### config.mk
export PLATFORM = sky130hd
export DESIGN_NAME = segment_capture_decoder
export DESIGN_NICKNAME = d
export VERILOG_FILES = /design/src/rtl/segment_capture_decoder_pkg.sv /design/src/rtl/segment_capture_decoder_seg_pattern_decoder.sv /design/src/rtl/segment_capture_decoder.sv
export SDC_FILE = /design/constraint.sdc
export NUM_CORES = 1
export LEC_CHECK = 0
export CORE_UTILIZATION = 50
export CTS_CLUSTER_DIAMETER = 30
export DETAILED_ROUTE_END_ITERATION = 6
export PLACE_DENSITY = 0.71
export SLEW_MARGIN = 25
export SYNTH_ARGS = -nofsm -noshare
export SYNTH_HDL_FRONTEND = slang
export SYNTH_SLANG_ARGS = --single-unit
### constraint.sdc
create_clock -name clock -period 7.45 [get_ports clock]
set_clock_uncertainty 0.15 [all_clocks]
set_input_delay 1.49 -clock clock [delete_from_list [all_inputs] [get_ports clock]]
set_output_delay 1.49 -clock clock [all_outputs]
set_load 0.03 [all_outputs]
### src/rtl/segment_capture_decoder_pkg.sv
// Shared definitions for the segment capture decoder.
//   SEG_PATTERNS    : active-low {g,f,e,d,c,b,a} patterns for digits 0..9
//   DIGIT_INVALID   : digit code stored when a captured pattern is not a digit
//   state_e         : capture FSM state encoding
//   POS_*           : digit position indices (match anode bit numbers)
//   helper functions: anode legality, anode -> position, two-digit to binary
package segment_capture_decoder_pkg;

    localparam logic [6:0] SEG_PATTERNS [10] = '{
        7'b1000000,  // 0
        7'b1111001,  // 1
        7'b0100100,  // 2
        7'b0110000,  // 3
        7'b0011001,  // 4
        7'b0010010,  // 5
        7'b0000010,  // 6
        7'b1111000,  // 7
        7'b0000000,  // 8
        7'b0010000   // 9
    };

    localparam logic [3:0] DIGIT_INVALID = 4'hF;

    typedef enum logic [1:0] {
        ST_IDLE   = 2'd0,
        ST_SETTLE = 2'd1,
        ST_HELD   = 2'd2
    } state_e;

    localparam logic [1:0] POS_SEC_ONES = 2'd0;
    localparam logic [1:0] POS_SEC_TENS = 2'd1;
    localparam logic [1:0] POS_MIN_ONES = 2'd2;
    localparam logic [1:0] POS_MIN_TENS = 2'd3;

    // Exactly one enable low; blank and multi-digit samples are rejected.
    function automatic logic anode_is_legal(input logic [3:0] anode);
        logic legal;
        case (anode)
            4'b1110, 4'b1101, 4'b1011, 4'b0111: legal = 1'b1;
            default:                            legal = 1'b0;
        endcase
        return legal;
    endfunction

    function automatic logic [1:0] anode_pos(input logic [3:0] anode);
        logic [1:0] pos;
        case (anode)
            4'b1101: pos = POS_SEC_TENS;
            4'b1011: pos = POS_MIN_ONES;
            4'b0111: pos = POS_MIN_TENS;
            default: pos = POS_SEC_ONES;
        endcase
        return pos;
    endfunction

    // tens*10 + ones using shifts only; max 99 fits in 7 bits.
    function automatic logic [6:0] bcd_pair_to_bin(input logic [3:0] tens,
                                                   input logic [3:0] ones);
        logic [6:0] t;
        t = {3'b000, tens};
        return (t << 3) + (t << 1) + {3'b000, ones};
    endfunction

endpackage

### src/rtl/segment_capture_decoder_seg_pattern_decoder.sv
// Combinational 7-segment pattern decoder.
//   pattern_i : active-low segment pattern {g,f,e,d,c,b,a}
//   valid_o   : pattern matches one of the ten digit patterns
//   digit_o   : decoded digit, DIGIT_INVALID when valid_o is low
module seg_pattern_decoder
    import segment_capture_decoder_pkg::*;
(
    input  logic [6:0] pattern_i,
    output logic       valid_o,
    output logic [3:0] digit_o
);

    always_comb begin
        valid_o = 1'b0;
        digit_o = DIGIT_INVALID;
        for (int i = 0; i < 10; i++) begin
            if (pattern_i == SEG_PATTERNS[i]) begin
                valid_o = 1'b1;
                digit_o = 4'(i);
            end
        end
    end

endmodule

### src/rtl/segment_capture_decoder.sv
// Recovers MM:SS from a multiplexed, active-low 4-digit 7-segment display.
//   clock         : single clock, rising edge
//   reset         : synchronous active-low reset
//   anode_signals : active-low digit enables [3]=min tens .. [0]=sec ones
//   display_out   : active-low segments {g,f,e,d,c,b,a}
//   minutes       : binary minutes from the last good frame
//   seconds       : binary seconds from the last good frame
//   frame_valid   : one-cycle pulse per completed frame
//   digit_error   : last completed frame contained an undecodable digit
//
// state  | meaning
// IDLE   | no legal sample latched; waiting for exactly one anode low
// SETTLE | counting consecutive identical samples of the latched value
// HELD   | latched value captured; waiting for the sample to change
module segment_capture_decoder
    import segment_capture_decoder_pkg::*;
#(
    parameter int unsigned STABLE_CYCLES = 16
) (
    input  logic       clock,
    input  logic       reset,
    input  logic [3:0] anode_signals,
    input  logic [6:0] display_out,
    output logic [6:0] minutes,
    output logic [6:0] seconds,
    output logic       frame_valid,
    output logic       digit_error
);

    localparam logic [7:0] STABLE_CNT = 8'(STABLE_CYCLES);

    logic [3:0] anode_s1_q, anode_s2_q;
    logic [6:0] seg_s1_q, seg_s2_q;

    state_e     state_q, state_d;
    logic [7:0] cnt_q, cnt_d;
    logic [3:0] lat_anode_q, lat_anode_d;
    logic [6:0] lat_seg_q, lat_seg_d;
    logic       capture;

    logic [3:0] digit_q [4];
    logic [3:0] valid_q;
    logic [3:0] mask_q;
    logic [6:0] minutes_q, seconds_q;
    logic       frame_valid_q, digit_error_q;

    logic       legal, same_sample, frame_done;
    logic       dec_valid;
    logic [3:0] dec_digit;
    logic [1:0] cap_pos;
    logic [3:0] cap_onehot;

    always_ff @(posedge clock) begin
        if (!reset) begin
            anode_s1_q <= 4'hF;
            anode_s2_q <= 4'hF;
            seg_s1_q   <= 7'h7F;
            seg_s2_q   <= 7'h7F;
        end else begin
            anode_s1_q <= anode_signals;
            anode_s2_q <= anode_s1_q;
            seg_s1_q   <= display_out;
            seg_s2_q   <= seg_s1_q;
        end
    end

    assign legal       = anode_is_legal(anode_s2_q);
    assign same_sample = (anode_s2_q == lat_anode_q) && (seg_s2_q == lat_seg_q);

    always_comb begin
        state_d     = state_q;
        cnt_d       = cnt_q;
        lat_anode_d = lat_anode_q;
        lat_seg_d   = lat_seg_q;
        capture     = 1'b0;
        case (state_q)
            ST_IDLE: begin
                cnt_d = 8'd0;
                if (legal) begin
                    state_d     = ST_SETTLE;
                    cnt_d       = 8'd1;
                    lat_anode_d = anode_s2_q;
                    lat_seg_d   = seg_s2_q;
                end
            end
            ST_SETTLE: begin
                if (!legal) begin
                    state_d = ST_IDLE;
                    cnt_d   = 8'd0;
                end else if (same_sample) begin
                    cnt_d = cnt_q + 8'd1;
                    if (cnt_q + 8'd1 == STABLE_CNT) begin
                        capture = 1'b1;
                        state_d = ST_HELD;
                    end
                end else begin
                    cnt_d       = 8'd1;
                    lat_anode_d = anode_s2_q;
                    lat_seg_d   = seg_s2_q;
                end
            end
            ST_HELD: begin
                if (!same_sample) begin
                    if (legal) begin
                        state_d     = ST_SETTLE;
                        cnt_d       = 8'd1;
                        lat_anode_d = anode_s2_q;
                        lat_seg_d   = seg_s2_q;
                    end else begin
                        state_d = ST_IDLE;
                        cnt_d   = 8'd0;
                    end
                end
            end
            default: begin
                state_d = ST_IDLE;
                cnt_d   = 8'd0;
            end
        endcase
    end

    always_ff @(posedge clock) begin
        if (!reset) begin
            state_q     <= ST_IDLE;
            cnt_q       <= 8'd0;
            lat_anode_q <= 4'hF;
            lat_seg_q   <= 7'h7F;
        end else begin
            state_q     <= state_d;
            cnt_q       <= cnt_d;
            lat_anode_q <= lat_anode_d;
            lat_seg_q   <= lat_seg_d;
        end
    end

    // On a capture edge the latched value equals the live sample, so the
    // registered copy is decoded.
    seg_pattern_decoder u_seg_pattern_decoder (
        .pattern_i (lat_seg_q),
        .valid_o   (dec_valid),
        .digit_o   (dec_digit)
    );

    assign cap_pos    = anode_pos(lat_anode_q);
    assign cap_onehot = 4'b0001 << cap_pos;
    assign frame_done = (mask_q == 4'hF);

    always_ff @(posedge clock) begin
        if (!reset) begin
            for (int i = 0; i < 4; i++) begin
                digit_q[i] <= 4'd0;
            end
            valid_q       <= 4'h0;
            mask_q        <= 4'h0;
            minutes_q     <= 7'd0;
            seconds_q     <= 7'd0;
            frame_valid_q <= 1'b0;
            digit_error_q <= 1'b0;
        end else begin
            frame_valid_q <= frame_done;
            // Clear first, then OR in a coincident capture so it counts
            // toward the next frame.
            mask_q <= (frame_done ? 4'h0 : mask_q) | (capture ? cap_onehot : 4'h0);
            if (capture) begin
                digit_q[cap_pos] <= dec_valid ? dec_digit : DIGIT_INVALID;
                valid_q[cap_pos] <= dec_valid;
            end
            if (frame_done) begin
                if (&valid_q) begin
                    minutes_q     <= bcd_pair_to_bin(digit_q[POS_MIN_TENS], digit_q[POS_MIN_ONES]);
                    seconds_q     <= bcd_pair_to_bin(digit_q[POS_SEC_TENS], digit_q[POS_SEC_ONES]);
                    digit_error_q <= 1'b0;
                end else begin
                    digit_error_q <= 1'b1;
                end
            end
        end
    end

    assign minutes     = minutes_q;
    assign seconds     = seconds_q;
    assign frame_valid = frame_valid_q;
    assign digit_error = digit_error_q;

endmodule
==> results of run 1 <==
[area by class of cell]
type	instances	area (um2)	area share, %
Multi-Input combinational cell	293	1976	44.06
Sequential cell	83	1822	40.63
Timing Repair Buffer	30	295.3	6.585
Clock buffer	13	180.2	4.018
Tap cell	102	127.6	2.846
Inverter	17	63.81	1.423
Clock inverter	3	20.02	0.4464
[flip-flops by register name, summed over array words and instances (netlist names), 7 cells and up]
| signal | flops |
|---|---|
| seg_s2_q | 7 |
| digit_q | 16 |
| cnt_q | 8 |
| minutes | 7 |
| seg_s1_q | 7 |
| lat_seg_q | 7 |
| seconds | 7 |
[worst paths after layout]
kind	to	slack [ps]
worst max-delay path	digit_q[0][1]$_SDFFCE_PN0P_	3530
worst min-delay path	anode_s2_q[0]$_SDFF_PN1_	260
worst max register to register	digit_q[3][0]$_DFFE_PP_	4580
worst min register to register	anode_s2_q[0]$_SDFF_PN1_	260
[metrics by stage]
stage          util (%)  setup WS, ps  power [mW]  cell area [um2]
6_report          58.33          3525      0.9069             4484
5_1_grt           58.33          3328      0.9495             4484
4_1_cts           58.30          3520      0.9134             4482
3_5_place_dp      55.70          3149      0.5985             4282
3_3_place_gp      55.70          3236      0.5954             4282
2_1_floorplan         -          4524      0.5741             3971
[power groups by stage]
stage / registers, mW / logic (mW) / clock network [mW]
CTS: 0.492 / 0.0972 / 0.325
floorplan: 0.490 / 0.0842 / 0
finish: 0.492 / 0.0965 / 0.319
detailed placement: 0.502 / 0.0965 / 0
global route: 0.495 / 0.108 / 0.347
global placement: 0.501 / 0.0942 / 0
[layout by cell type, fill, tap and decap left out, types with 9 or more instances in the layout]
cell type and count:
clkbuf_8 11, nand4_1 9, nand2_1 49, nand3_1 11
o21ai_0 14, o211ai_1 13, nand2b_1 25, dfxtp_1 67
edfxtp_1 16, a21oi_1 25, clkdlybuf4s50_1 28, xnor2_1 19
nor2_1 16, ha_1 16, nor3_1 21, inv_1 17
[layer usage]
metal / global-route usage (%) / wire length, um / vias to the layer above
li1: - / - / 1514
met1: 23.87 / 3423 / 1386
met2: 30.05 / 3449 / 53
met3: 3.769 / 229 / 10
met4: 7.937 / 127 / 0
met5: 0 / 0 / -
[cell families (layout without fill, tap and decap cells)]
group	count (synthesis)	in the layout
buf+inv	43	63
simple gates	166	166
fa+ha+maj	21	21
flops	83	83
compound gates	80	80
xor+xnor	22	22
mux	4	4
[worst max-delay path, stage by stage]
cell             delay [ps]
clkdlybuf4s50_1         450
buf_4                   380
inv_1                   530
a2111oi_1               560
nand4_2                 270
nor3_1                  260
==> summary.log, run 1 <==
INFO  logic_synthesis post_synth_instance_area=0.003971mm2
INFO  sta            slew_margin_rel=37.86%
INFO  global_route   grt_max_degree=46
INFO  global_route   groute.usage.overall=18.49%
INFO  clock_network  clock_sink_count=83
INFO  cells_and_area flow.area_growth_from_synthesis=12.92%
INFO  global_route   antenna_found_initial=0
INFO  worst_setup_path worstPathArrival=3960ps
INFO  detailed_routing drt_wirelength=7229um
INFO  detailed_routing route.detailed.vias_per_inst=5.477
INFO  detailed_routing drt_iter0_drc=191
INFO  sta            rsz0062_at_grt=no
INFO  cells_and_area post_layout_nonfiller_instances=541
INFO  floorplan      start_util=51.66%
INFO  clock_network  ctsHtreeMaxLevel=3
INFO  placement      gpl_congestion=0.7898
INFO  logic_synthesis synthXorXnorAreaFrac=4.852%
INFO  detailed_routing vias=2963
INFO  logic_synthesis count_of_cell_types_in_the_netlist=50
INFO  power_and_ir_drop cell_internal_pwr=672.7uW
INFO  placement      detailedPlacementHpwl=5030um
INFO  clock_network  worstSkewPairLatency=350ps
INFO  logic_synthesis postSynthCellCount=419
INFO  sta            fin_tns_setup=0ps
INFO  detailed_routing route.detailed.wl_per_inst=13.36um
INFO  power_and_ir_drop sw_frac_of_total=25.82%
INFO  logic_synthesis synth-seq-area-share=45.87%
INFO  worst_setup_path timing.reg2reg.worst_path_depth=6
INFO  logic_synthesis simple_gate_share_of_the_synthesized_area=23.63%
INFO  floorplan      die_area=0.008303mm2
INFO  logic_synthesis postSynthNetCount=452
INFO  global_route   grt_pass1_wl=12280um
INFO  detailed_routing antenna_violating_nets_post_route=0
INFO  clock_network  cts_root_buf=clkbuf_8
INFO  cells_and_area nets=467
INFO  power_and_ir_drop p_switching=234.1uW
INFO  sta            clock.fmax=254.8MHz
INFO  floorplan      fp.dieW=91.12um
INFO  sta            timing.final.setup_violations=0
INFO  logic_synthesis yosys_warnings=0
INFO  logic_synthesis largest_family_of_logic_cells_by_synthesized_area=simple AND/OR/NAND/NOR gates
INFO  power_and_ir_drop power.density_cell_area=202.2mW/mm2
INFO  logic_synthesis most_area_hungry_cell_type_in_the_yosys_netlist=dfxtp_1
INFO  worst_setup_path worst_setup_path_end_kind=flop
INFO  logic_synthesis synth_fa_ha_area_share=7.309%
INFO  logic_synthesis synth.mux.area_fraction=1.008%
INFO  sta            holdWs=256.6ps
INFO  sta            post-route-min-period=3925ps
INFO  clock_network  ctsResizeCount=0
INFO  clock_network  cts-root-to-sink-buffers=2
INFO  logic_synthesis syn_avg_cell_area=9.478um2
INFO  worst_setup_path crit_required=7490ps
INFO  global_route   grt_pass1_vias=2652
INFO  sta            tightestPinTransition=931.0ps
INFO  worst_setup_path crit_fanout=45
INFO  worst_hold_path worstHoldPathCells=1
INFO  worst_setup_path cp-start-kind=primary input
INFO  sta            finalCritPeriodShare=52.68%
INFO  worst_hold_path hold_class=flop to flop
INFO  logic_synthesis postSynthRegisterBits=83
INFO  clock_network  cts_tree=done
INFO  logic_synthesis synth-edff-count=16
INFO  power_and_ir_drop static-leakage-power=1.740nW
INFO  logic_synthesis post_synth_main_area_contributors=dfxtp_1 (34%), edfxtp_1 (12%), ha_1 (5.0%), nand2_1 (4.6%), xnor2_1 (4.2%)
INFO  power_and_ir_drop p_comb_share=10.6%
INFO  logic_synthesis synth_compound_area_share=12.89%
INFO  clock_network  cts-hold-fix-buffers=0
INFO  sta            finalHoldViolations=0
INFO  logic_synthesis synth_top_flop_cell=dfxtp_1
INFO  logic_synthesis post-synth-top-count-cell=dfxtp_1
INFO  cells_and_area antenna-diode-count=0
INFO  power_and_ir_drop share_seq_of_total_power=54.2%
INFO  logic_synthesis synthDominantCellAreaShare=33.77%
INFO  clock_network  postCtsSetupRepairBufs=0
INFO  worst_setup_path path_class=primary input to flop
INFO  sta            final_max_slew_viol_count=0
INFO  detailed_routing drcViolationCount=0
INFO  cells_and_area post_route_cells_drive_above_1_share=7.289%
INFO  floorplan      die-height=91.12um
INFO  logic_synthesis synth_cell_count_leaders=dfxtp_1 (67), nand2_1 (49), a21oi_1 (25), nand2b_1 (25), nor3_1 (21)
INFO  floorplan      top_level_ports=29
INFO  placement      placed_cells_incl_taps=525
INFO  global_route   grt_overflow=0
INFO  clock_network  cts_made_buffers=9
INFO  clock_network  clkTransAtPathRegs=80ps
INFO  power_and_ir_drop vdd_drop_max=0.1512mV
INFO  worst_hold_path holdCritStartpoint=anode_s1_q[0]$_SDFF_PN1_
INFO  worst_setup_path worst_setup_path_startpoint=reset
INFO  run            drv.max_cap_violation_count=0
INFO  cells_and_area number_of_filler_instances_in_the_final_layout=682
INFO  placement      io_buffers=28
INFO  logic_synthesis ys_async_sr_fraction=0%
INFO  outcome        result_of_the_run=finished, final reports clean
INFO  floorplan      fp-row-count=32
INFO  detailed_routing drtPass1Iterations=4
INFO  power_and_ir_drop clock_power_share=35.1%
INFO  worst_setup_path worstReg2RegStart=cnt_q[0]$_SDFFE_PN0P_
INFO  floorplan      core_area=0.007687mm2
No activity file was read; power rests on OpenSTA's default activity.
==> run 2, diff against run 1 <==
- PLACE_DENSITY: 0.71 -> 0.73
- clock period: 7.45 -> 3.4 ns (I/O delays scaled with it)
==> summary.log, run 2 (synthesis gave the netlist of run 1 again) <==
INFO  clock_network  worstSkewPairLatency=340ps [was 350 ps]
INFO  sta            rsz0062_at_grt=no [unchanged]
INFO  floorplan      fp.dieW=91.12um [unchanged]
INFO  clock_network  clock_sink_count=83 [unchanged]
INFO  clock_network  clkTransAtPathRegs=80ps [about the same]
INFO  sta            post-route-min-period=2754ps
INFO  worst_setup_path path_class=flop to flop [was primary input to flop]
INFO  worst_setup_path worstReg2RegStart=cnt_q[0]$_SDFFE_PN0P_ [unchanged]
INFO  sta            finalHoldViolations=0 [unchanged]
INFO  floorplan      die-height=91.12um [unchanged]
INFO  floorplan      top_level_ports=29 [unchanged]
INFO  worst_setup_path worstPathArrival=2660ps [was 3960 ps]
INFO  detailed_routing antenna_violating_nets_post_route=0 [unchanged]
INFO  cells_and_area flow.area_growth_from_synthesis=12.76% [was 12.92%]
INFO  clock_network  cts_tree=done [unchanged]
INFO  clock_network  ctsResizeCount=0 [unchanged]
INFO  cells_and_area nets=469 [was 467]
INFO  power_and_ir_drop static-leakage-power=1.744nW [was 1.740 nW]
INFO  floorplan      die_area=0.008303mm2 [unchanged]
INFO  power_and_ir_drop power.density_cell_area=436.2mW/mm2 [was 202.2 mW/mm2]
INFO  sta            tightestPinTransition=730.0ps [was 931.0 ps]
INFO  power_and_ir_drop vdd_drop_max=0.3257mV [was 0.1512 mV]
INFO  worst_hold_path hold_class=flop to flop [unchanged]
INFO  global_route   groute.usage.overall=18.43% [was 18.49%]
INFO  clock_network  cts-hold-fix-buffers=0 [unchanged]
INFO  detailed_routing route.detailed.wl_per_inst=13.07um [was 13.36 um]
INFO  run            drv.max_cap_violation_count=0 [unchanged]
INFO  cells_and_area post_layout_nonfiller_instances=543 [was 541]
INFO  cells_and_area registers.top_by_ff_count=digit_q [unchanged]
INFO  cells_and_area post_route_cells_drive_above_1_share=7.029% [was 7.289%]
INFO  detailed_routing vias=2950 [was 2963]
INFO  floorplan      fp-row-count=32 [unchanged]
INFO  placement      placed_cells_incl_taps=527 [was 525]
INFO  cells_and_area final_common_cell=dfxtp_1 [unchanged]
INFO  worst_setup_path crit_required=3300ps [was 7490 ps]
INFO  clock_network  cts_made_buffers=9 [unchanged]
INFO  floorplan      start_util=51.66% [unchanged]
INFO  clock_network  postCtsSetupRepairBufs=0 [unchanged]
INFO  worst_setup_path worst_setup_path_end_kind=flop [unchanged]
INFO  cells_and_area multi_input_area=0.001976mm2 [unchanged]
INFO  worst_setup_path cp-start-kind=flop [was primary input]
INFO  floorplan      core_area=0.007687mm2 [unchanged]
INFO  global_route   grt_max_degree=45 [was 46]
INFO  cells_and_area number_of_filler_instances_in_the_final_layout=693 [was 682]
INFO  global_route   grt_pass1_wl=12220um [was 12280 um]
INFO  global_route   antenna_found_initial=0 [unchanged]
INFO  worst_hold_path holdCritStartpoint=seg_s1_q[3]$_SDFF_PN1_ [was anode_s1_q[0]$_SDFF_PN1_]
INFO  global_route   grt_pass1_vias=2784 [was 2652]
INFO  detailed_routing route.detailed.vias_per_inst=5.433 [was 5.477]
INFO  worst_setup_path crit_fanout=8 [was 45]
INFO  global_route   grt_overflow=0 [unchanged]
INFO  placement      io_buffers=28 [unchanged]
INFO  worst_setup_path worst_setup_path_startpoint=cnt_q[0]$_SDFFE_PN0P_ [was reset]
INFO  sta            final_max_slew_viol_count=0 [unchanged]
INFO  detailed_routing drtPass1Iterations=4 [unchanged]
INFO  detailed_routing drt_wirelength=7098um [was 7229 um]
INFO  sta            clock.fmax=363.1MHz
INFO  cells_and_area top_regs=digit_q (16), cnt_q (8) [unchanged]
INFO  cells_and_area number_of_flip_flops_under_the_largest_register_name=16 [unchanged]
INFO  detailed_routing drt_iter0_drc=184 [was 191]
INFO  sta            timing.final.setup_violations=0 [unchanged]
INFO  clock_network  cts_root_buf=clkbuf_8 [unchanged]
INFO  clock_network  ctsHtreeMaxLevel=3 [unchanged]
INFO  cells_and_area antenna-diode-count=0 [unchanged]
INFO  cells_and_area layout_common_cells=dfxtp_1 (67), nand2_1 (49), clkdlybuf4s50_1 (28) [unchanged]
INFO  sta            fin_tns_setup=0ps [unchanged]
INFO  sta            finalCritPeriodShare=81.01%
INFO  placement      detailedPlacementHpwl=5118um [was 5030 um]
INFO  placement      gpl_congestion=0.7916 [was 0.7898]
INFO  sta            slew_margin_rel=50.93% [was 37.86%]
INFO  clock_network  cts-root-to-sink-buffers=2 [unchanged]
INFO  outcome        result_of_the_run=finished, final reports clean [unchanged]
INFO  cells_and_area seq_area=0.001822mm2 [unchanged]
INFO  detailed_routing drcViolationCount=0 [unchanged]
INFO  cells_and_area postLayoutCoreUtil=58.25% [was 58.33%]
-- run 2: cell types whose count changed in the layout (fill, tap and decap cells not counted), sizes merged --
cell | previous run | this run
buf | 2 | 4
clkinv | 1 | 2
clkinvlp | 2 | 0
bufinv | 0 | 1
-- run 2: stage by stage --
stage	power (mW)	hold slack, ps	worst slack [ps]	area, um2
floorplan	1.258	236.3	1070	3971
global placement	1.301	239.1	758.7	4297
detailed placement	1.308	242.5	651.4	4297
CTS	1.971	261.0	650.3	4476
global route	2.043	271.4	436.0	4478
finish	1.953	257.0	645.6	4478
-- run 2: worst paths after layout --
check                                  to  slack [ps]  cells after the start
setup / recovery  digit_q[3][2]$_DFFE_PP_         650                      6
hold / removal     seg_s2_q[3]$_SDFF_PN1_         260                      1
setup reg to reg  digit_q[3][2]$_DFFE_PP_         650                      6
hold reg to reg    seg_s2_q[3]$_SDFF_PN1_         260                      1
-- run 2: worst max-delay path: stages (launching register included) --
cell and delay [ps]:
dfxtp_1 450, ha_1 290, nand3_1 140, o21a_1 240, nor4_4 580, nand4_1 340, nand2_1 270
-- run 2: routing by layer --
metal,wire length [um],global-route usage (%),up-vias
li1,-,-,1513
met1,3231,21.39,1368
met2,3506,32.07,62
met3,271,4.858,7
met4,89,7.672,0
met5,0,0,-
-- run 2: cell type report --
class	count	share of cell area (%)
inverter	17	1.425
clock inverter	3	0.8941
timing repair buffer	32	6.929
tap	102	2.850
clock buffer	13	3.101
multi-input combinational	293	44.12
sequential	83	40.68
-- run 2: where the power goes --
group          leakage (nW)  switching [mW]  total, mW  internal (mW)
registers             0.713          0.0419       1.08           1.04
logic                 0.940           0.118      0.209         0.0905
clock network        0.0914           0.329      0.667          0.339
total                  1.74           0.489       1.95           1.46
